`config.mk`:
```
export PLATFORM = sky130hd
export DESIGN_NAME = wb_stage_multislot
export DESIGN_NICKNAME = d
export VERILOG_FILES = /design/src/rtl/wb_stage_multislot.sv
export SDC_FILE = /design/constraint.sdc
export NUM_CORES = 2
export LEC_CHECK = 0
export CORE_MARGIN = 2
export CORE_UTILIZATION = 40
export CTS_BUF_LIST = sky130_fd_sc_hd__clkbuf_16
export CTS_CLUSTER_SIZE = 20
export DETAILED_ROUTE_END_ITERATION = 10
export GPL_ROUTABILITY_DRIVEN = 1
export MAX_ROUTING_LAYER = met4
export PLACE_DENSITY = 0.56
export SLEW_MARGIN = 20
export SYNTH_ARGS = -nofsm -noshare
export SYNTH_HDL_FRONTEND = slang
export SYNTH_SLANG_ARGS = --single-unit
```
`constraint.sdc`:
```
create_clock -name clk -period 8.19 [get_ports clk]
set_input_delay 1.638 -clock clk [delete_from_list [all_inputs] [get_ports clk]]
set_output_delay 1.638 -clock clk [all_outputs]
set_load 0.02 [all_outputs]
```
`src/rtl/wb_stage_multislot.sv`:
```
// Multi-slot writeback stage: NSLOT register-file write ports plus a trace FIFO
// that serialises every retired slot onto the single debug_wb_* port.
module wb_stage_multislot #(
    parameter int NSLOT     = 2,
    parameter int PC_W      = 32,
    parameter int DATA_W    = 32,
    parameter int DBG_DEPTH = 8
) (
    input  logic                              clk,
    input  logic                              reset,
    input  logic                              ME_Valid,
    input  logic [NSLOT-1:0]                  ME_Slot_Valid,
    input  logic [NSLOT*(PC_W+6+DATA_W)-1:0]  ME_to_WB_Bus,
    input  logic                              WB_Flush,
    output logic                              WB_Allowin,
    output logic [NSLOT*(6+DATA_W)-1:0]       WB_to_RF_Bus,
    output logic [PC_W-1:0]                   debug_wb_pc,
    output logic [3:0]                        debug_wb_rf_we,
    output logic [4:0]                        debug_wb_rf_wnum,
    output logic [DATA_W-1:0]                 debug_wb_rf_wdata
);
    localparam int SLOT_W = PC_W + 6 + DATA_W;
    localparam int RF_W   = 6 + DATA_W;
    localparam int AW     = $clog2(DBG_DEPTH);
    localparam int CW     = AW + 1;
    localparam int PW     = $clog2(NSLOT + 1);

    typedef struct packed {
        logic [PC_W-1:0]   pc;
        logic              we;
        logic [4:0]        dest;
        logic [DATA_W-1:0] data;
    } trace_t;

    logic                       wb_valid_q, wb_valid_d, accept;
    logic [NSLOT-1:0]           slot_vld_q;
    logic [NSLOT*SLOT_W-1:0]    bus_q;

    logic [NSLOT-1:0][PC_W-1:0]   s_pc;
    logic [NSLOT-1:0]             s_gwe;
    logic [NSLOT-1:0][4:0]        s_dest;
    logic [NSLOT-1:0][DATA_W-1:0] s_res;
    logic [NSLOT-1:0]             live, wr, rf_we;

    trace_t [NSLOT-1:0] push_ent;
    logic [PW-1:0]      npush;

    trace_t          mem_q [DBG_DEPTH];
    logic [AW-1:0]   rd_ptr_q, rd_ptr_d, wr_ptr_q, wr_ptr_d;
    logic [CW-1:0]   cnt_q, cnt_d, rem;
    logic            pop;
    trace_t          dbg_q, nxt;
    int              pend;

    always_comb begin
        for (int i = 0; i < NSLOT; i++) begin
            s_pc[i]   = bus_q[i*SLOT_W + 6 + DATA_W +: PC_W];
            s_gwe[i]  = bus_q[i*SLOT_W + 5 + DATA_W];
            s_dest[i] = bus_q[i*SLOT_W + DATA_W +: 5];
            s_res[i]  = bus_q[i*SLOT_W +: DATA_W];
            live[i]   = wb_valid_q && slot_vld_q[i] && !WB_Flush;
            wr[i]     = live[i] && s_gwe[i] && (s_dest[i] != 5'd0);
        end
    end

    // Youngest slot wins a same-destination conflict; the trace still sees both.
    always_comb begin
        WB_to_RF_Bus = '0;
        for (int i = 0; i < NSLOT; i++) begin
            rf_we[i] = wr[i];
            for (int j = i + 1; j < NSLOT; j++)
                if (wr[j] && (s_dest[j] == s_dest[i])) rf_we[i] = 1'b0;
            WB_to_RF_Bus[i*RF_W +: RF_W] = {rf_we[i], s_dest[i], s_res[i]};
        end
    end

    always_comb begin
        int k;
        k        = 0;
        push_ent = '0;
        for (int i = 0; i < NSLOT; i++) begin
            if (live[i]) begin
                push_ent[k] = '{pc: s_pc[i], we: s_gwe[i] && (s_dest[i] != 5'd0),
                                dest: s_dest[i], data: s_res[i]};
                k = k + 1;
            end
        end
        npush = PW'(k);
    end

    always_comb begin
        pend = 0;
        if (wb_valid_q)
            for (int i = 0; i < NSLOT; i++) pend = pend + int'(slot_vld_q[i]);
        WB_Allowin = (DBG_DEPTH - int'(cnt_q) - pend) >= NSLOT;
        accept     = ME_Valid && WB_Allowin;
        wb_valid_d = accept;
    end

    // The debug register is loaded with whatever will be at the FIFO head next
    // cycle, so a freshly pushed entry is visible one cycle after its WB cycle.
    always_comb begin
        pop      = (cnt_q != '0);
        cnt_d    = cnt_q - CW'(pop) + CW'(npush);
        rd_ptr_d = rd_ptr_q + AW'(pop);
        wr_ptr_d = wr_ptr_q + AW'(npush);
        rem      = cnt_q - CW'(pop);
        if (rem != '0) nxt = mem_q[rd_ptr_d];
        else           nxt = push_ent[0];
    end

    always_ff @(posedge clk) begin
        for (int k = 0; k < NSLOT; k++)
            if (k < int'(npush)) mem_q[wr_ptr_q + AW'(k)] <= push_ent[k];
    end

    always_ff @(posedge clk) begin
        if (reset) begin
            wb_valid_q <= 1'b0;
            slot_vld_q <= '0;
            bus_q      <= '0;
            rd_ptr_q   <= '0;
            wr_ptr_q   <= '0;
            cnt_q      <= '0;
            dbg_q      <= '0;
        end else begin
            wb_valid_q <= wb_valid_d;
            if (accept) begin
                slot_vld_q <= ME_Slot_Valid;
                bus_q      <= ME_to_WB_Bus;
            end
            rd_ptr_q <= rd_ptr_d;
            wr_ptr_q <= wr_ptr_d;
            cnt_q    <= cnt_d;
            if (cnt_d != '0) dbg_q <= nxt;
        end
    end

    assign debug_wb_pc       = dbg_q.pc;
    assign debug_wb_rf_we    = {4{(cnt_q != '0) && dbg_q.we}};
    assign debug_wb_rf_wnum  = dbg_q.dest;
    assign debug_wb_rf_wdata = dbg_q.data;

endmodule
```
## Word-level counts from Yosys, hierarchy flattened

Memories as Yosys holds them, arrays and structs flattened.
Cells that the tools add are included.

| storage, ports and cells | value |
|---|---|
| register bits after elaboration | 223 |
| latch bits | 0 |
| RAM bits | 560 |
| memory bits (read-only) | 0 |
| input bits | 146 |
| output and inout port bits | 150 |
| word-level logic and storage cells | 60 |
| memories kept | 1 |

Memories:

| memory | words | bits a word | read ports | clocked after Yosys merged registers in | write ports | RTL line | text |
|---|---|---|---|---|---|---|---|
| mem_q | 8 | 70 | 1 | 0 | 2 | 48 | `trace_t mem_q [DBG_DEPTH];` |

| cells by class | value |
|---|---|
| add/sub/neg operators | 9 |
| multipliers | 0 |
| div/mod/pow operators | 0 |
| $lt $le $gt $ge | 5 |
| equal/unequal tests | 1 |
| shift operators | 0 |
| mux-type cells | 14 |
| bitwise operators | 0 |
| reduce and logical (&&, ||, !) cells | 20 |

Operator list:

| operator | count |
|---|---|
| 70-bit two-way mux | 3 |
| 140-bit bitwise mux | 1 |
| 140-bit two-way mux | 1 |
| 70-bit demux with 1-bit select | 1 |
| 32-bit by 1-bit greater-or-equal comparator with 1-bit output, second input constant | 1 |
| 32-bit by 3-bit greater-or-equal comparator with 1-bit output, second input constant | 1 |
| 32-bit by 3-bit < comparator with 1-bit output, second input constant | 1 |
| 1-bit logical AND | 14 |
| 4-bit nonzero test | 3 |
| 5-bit nonzero test | 2 |
| 1-bit two-way mux | 6 |
| 5-bit by 3-bit subtractor with 6-bit output | 1 |
| 5-bit equality test | 1 |
| 4-bit by 4-bit subtractor with 5-bit output, first input constant | 1 |
| 4-bit by 2-bit adder with 4-bit output | 1 |
| 1-bit by 2-bit < comparator with 1-bit output, first input constant | 2 |
| 2-bit two-way mux | 2 |
| 4-bit by 1-bit subtractor with 4-bit output | 1 |
| 3-bit by 1-bit adder with 3-bit output | 1 |
| 3-bit by 1-bit adder with 3-bit output, second input constant | 1 |
| 3-bit by 2-bit adder with 3-bit output | 1 |
| 1-bit by 1-bit adder with 2-bit output | 1 |
| 1-bit by 1-bit adder with 2-bit output, second input constant | 1 |
| 1-bit logical NOT | 1 |

## Longest topological paths before layout

| depth | value |
|---|---|
| word-level depth | 10 |
| gate-level depth with buffers | 15 |
| mapped depth without buffers | 13 |

## Least setup slack after synthesis

No wires, ideal clock.

| path | value |
|---|---|
| path type | input to register |
| from | input WB_Flush |
| to | memory mem_q[0][0] in the netlist's numbering, enable pin |
| setup time | 602 ps |
| data arrival time | 7,651 ps |
| data required time | 7,588 ps |
| setup slack | -63 ps |
| cell stages on the path | 5 |
| path buffers | 0 |
| path through | nor2b_1 nand2_1 ha_1 or2_2 o31ai_1 |

RTL lines:

| element | RTL line | text |
|---|---|---|
| from (decl) | 14 | `input logic WB_Flush,` |
| to (decl) | 48 |  |

## Final worst setup path

| path | value |
|---|---|
| from | register slot_vld_q[1] |
| to | output WB_Allowin |

| between the ends | value |
|---|---|
| word-level cells in the longest chain between the ends | 4 |

Ends and longest elaborated chain:

| element | RTL line | text |
|---|---|---|
| from (decl) | 36 | `logic [NSLOT-1:0] slot_vld_q;` |
| from (signal assigned) | 129 | `slot_vld_q <= ME_Slot_Valid;` |
| 1-bit by 1-bit adder with 2-bit output | 94 | `for (int i = 0; i < NSLOT; i++) pend = pend + int'(slot_vld_q[i]);` |
| 2-bit two-way mux | 93 | `if (wb_valid_q)` |
| 5-bit by 3-bit subtractor with 6-bit output | 95 | `WB_Allowin = (DBG_DEPTH - int'(cnt_q) - pend) >= NSLOT;` |
| 32-bit by 3-bit greater-or-equal comparator with 1-bit output | 95 |  |
| to (decl) | 15 | `output logic WB_Allowin,` |

No other way between the ends.

==> results.ini <==
[worst_setup_path]
arrival_ns=3.77
worstReg2RegStart=cnt_q[0]$_SDFF_PP0_
crit_type=reg -> out
cp_num_cells=9
worstPathCellList=ha_1 -> and2_1 -> ha_1 -> fa_1 -> nand2b_1 -> nor4_1 -> o21ai_1 -> and2_1 -> clkdlybuf4s50_1
cp_top_family=adder cells
ff2ff_path_depth=13
critPathMaxStageDelay_ns=0.80
cp.required_ns=6.55
r2r_slack_ns=3.80
cp_slowest_cell=dfxtp_1
r2r-end=debug_wb_pc[25]$_SDFFE_PP0P_
path_buf_inv=1
worstPathMaxFanout=13
crit_path_start_kind=flip-flop
worstSetupEndpointType=primary output

[synthesis]
synth_xor_area_frac=0.004200
yosysUniqueCellTypes=41
avgSynthCellArea_um2=10.81
synth_edf_count=560
synthTopCellsByCount=nand2_1, o21ai_0, edfxtp_1, nand2b_1, dfxtp_1
ys_ff_latch=783
synthFlopType=edfxtp_1
synthTopCellsByArea=edfxtp_1, dfxtp_1, mux4_2
synthAdderAreaFrac=0.006074
synth_compound_area_frac=0.1128
synthMuxAreaShare=0.1202
ys.warnings.count=0
synth_nets=3747
ys_seq_area_frac=0.5495
synth.top_cell.area_share=0.4342
yosysMostFrequentCell=nand2_1
async_flop_share=0
synth_area_mm2=0.03873
postSynthCellCount=3584
yosysTopAreaCell=edfxtp_1
synth_top_family_by_area=simple AND/OR/NAND/NOR gates
synth_simple_gate_area_frac=0.1465

[clock_network]
clkTransAtPathRegs_ns=0.06
cts_resized=0
cts_buffers=87
cts_tree=done
clock_latency_ns=0.64
root_buffer=clkbuf_16
cts_hold_buf=0
clock_path_buffers=3
postCtsSetupBuffers=0
h-tree-depth=3
clkSinkCount=783

[global_route]
first_global_vias=26490
antenna_found_initial=1
globalRoute.totalOverflow=0
grt_use_total=0.2266
grt_max_degree=142
grt_pass1_wl_um=167200

[floorplanning]
start_util=0.4022
floorplan.rows=114
die_h_um=315.2
io_pins=296
fp.dieW_um=315.2
coreArea_mm2=0.09628
die-area_mm2=0.09932

[drt]
drt_iter0_drc=2542
ant_nets=0
via_count=26990
drc=0
wire_per_inst_um=22.40
drtPass1Iterations=5
drt_wl_total_um=110400
vias_per_cell=5.475

[hold_path]
hold_path_end=debug_wb_rf_wdata[15]$_SDFFE_PP0P_
min_path_cells=1
worstHoldPathType=reg -> reg
holdCritStartpoint=debug_wb_rf_wdata[15]$_SDFFE_PP0P_

[flow_run]
max-cap-violations=0

[sta]
final.setup.tns_ns=0
timing.fmax_mhz=184.8
final-setup-viol-count=0
skew_ns=0.02050
rsz0062_at_grt=no
post-route-period-util=0.6608
finalMaxSlewViolations=0
hold_viol=0
tightest_slew_ns=1.094
relSlewSlack=0.2709
timing.final.crit_period_ns=5.412
holdWs_ns=0.4664

[power_and_ir_drop]
total_power_uw=14660
p_per_area_mw_per_mm2=331.1
p_leak_uw=0.01522
peakVddDrop_v=0.0004023

[layout]
area_growth_pct=14.34
nFillCells=8862
nNetsFinal=3740
drive_above_1_share=0.09009
fin_area_mm2=0.04428
post-route-util=0.4599

[placed_design]
dpl_cell_area_mm2=0.04160
port_buffers=295
gp_congestion=0.7862
hpwlAfterDp_um=63480

[run_status]
status=finished clean

-- power by group --
part           internal [uW]  switching, uW
registers               4640            412
clock network           2100           1630
logic                   2660           3220
total                   9400           5260
-- kinds of logic (layout without fill, tap and decap cells) --
family	after synthesis	after routing
AO/OA/AOI/OAI	769	769
XOR/XNOR	17	17
adder cells (fa/ha/maj)	17	17
buffers and inverters	447	515
flip-flops	783	783
multiplexers	290	290
other	0	1
AND/OR/NAND/NOR	1261	1261
-- per-stage QoR --
step | setup WS, ns | cells
3_5_place_dp | 2.417 | 4764
6_report | 2.778 | 4929
3_3_place_gp | 2.442 | 4764
2_1_floorplan | 0.05864 | 3584
5_1_grt | 2.684 | 4929
4_1_cts | 2.778 | 4928
-- cell usage in the layout (no fill, tap or decap), types with 39 or more instances in the layout --
cell,instances
mux2i_1,150
edfxtp_1,560
a32o_1,70
clkbuf_16,91
buf_4,39
inv_1,40
nand2_1,778
a22oi_1,62
nor2_1,71
dfxtp_1,222
o21ai_0,614
nand2b_1,295
nand3_1,73
mux4_2,140
clkdlybuf4s50_1,294
-- layout make-up --
class	instances	area [um^2]	share of cell area
diodes	1	2.502	0.00005651
clock buffers	91	2277	0.05142
clock inverters	73	404.1	0.009126
inverters	13	48.80	0.001102
multi-input cells	2354	15340	0.3464
flip-flops and latches	783	21280	0.4806
well taps	1276	1597	0.03605
repair buffers	338	3329	0.07519
-- layer usage --
layer | routed length (um) | global-route usage | vias up | share of wire
li1 | - | - | 12670 | -
met1 | 48730 | 0.3070 | 13240 | 0.44
met2 | 51000 | 0.3512 | 916 | 0.46
met3 | 7966 | 0.03835 | 167 | 0.072
met4 | 2698 | 0.06353 | 0 | 0.024
met5 | 0 | - | - | 0
-- worst register-to-register path: cells and delay by family (launching register included) --
kind | cells | cell delay (ns)
adders and majority gates | 4 | 1.27
AOI/OAI and AO/OA | 2 | 1.13
buffers and inverters | 3 | 0.87
and+or+nand+nor | 3 | 0.54
DFF | 1 | 0.31
xor gates and xnor gates | 1 | 0.20
-- flip-flops by register name, indices dropped and copies added, names as in the netlist --
register	count
wr_ptr_q	3
mem_q	560
wb_valid_q	1
debug_wb_rf_wdata	32
dbg_q	1
debug_wb_pc	32
debug_wb_rf_wnum	5
cnt_q	4
slot_vld_q	2
rd_ptr_q	3
bus_q	140
-- worst max-delay path by stage --
stage / from / endpoint / slack (ns)
floorplan: WB_Flush / mem_q[1][0]$_DFFE_PP_ / 0.06
global placement: WB_Flush / debug_wb_pc[30]$_SDFFE_PP0P_ / 2.44
detailed placement: WB_Flush / debug_wb_pc[25]$_SDFFE_PP0P_ / 2.42
CTS: slot_vld_q[1]$_SDFFE_PP0P_ / WB_Allowin / 2.78
global route: slot_vld_q[1]$_SDFFE_PP0P_ / WB_Allowin / 2.68
finish: slot_vld_q[1]$_SDFFE_PP0P_ / WB_Allowin / 2.78
(Power assumes the default switching activity.)
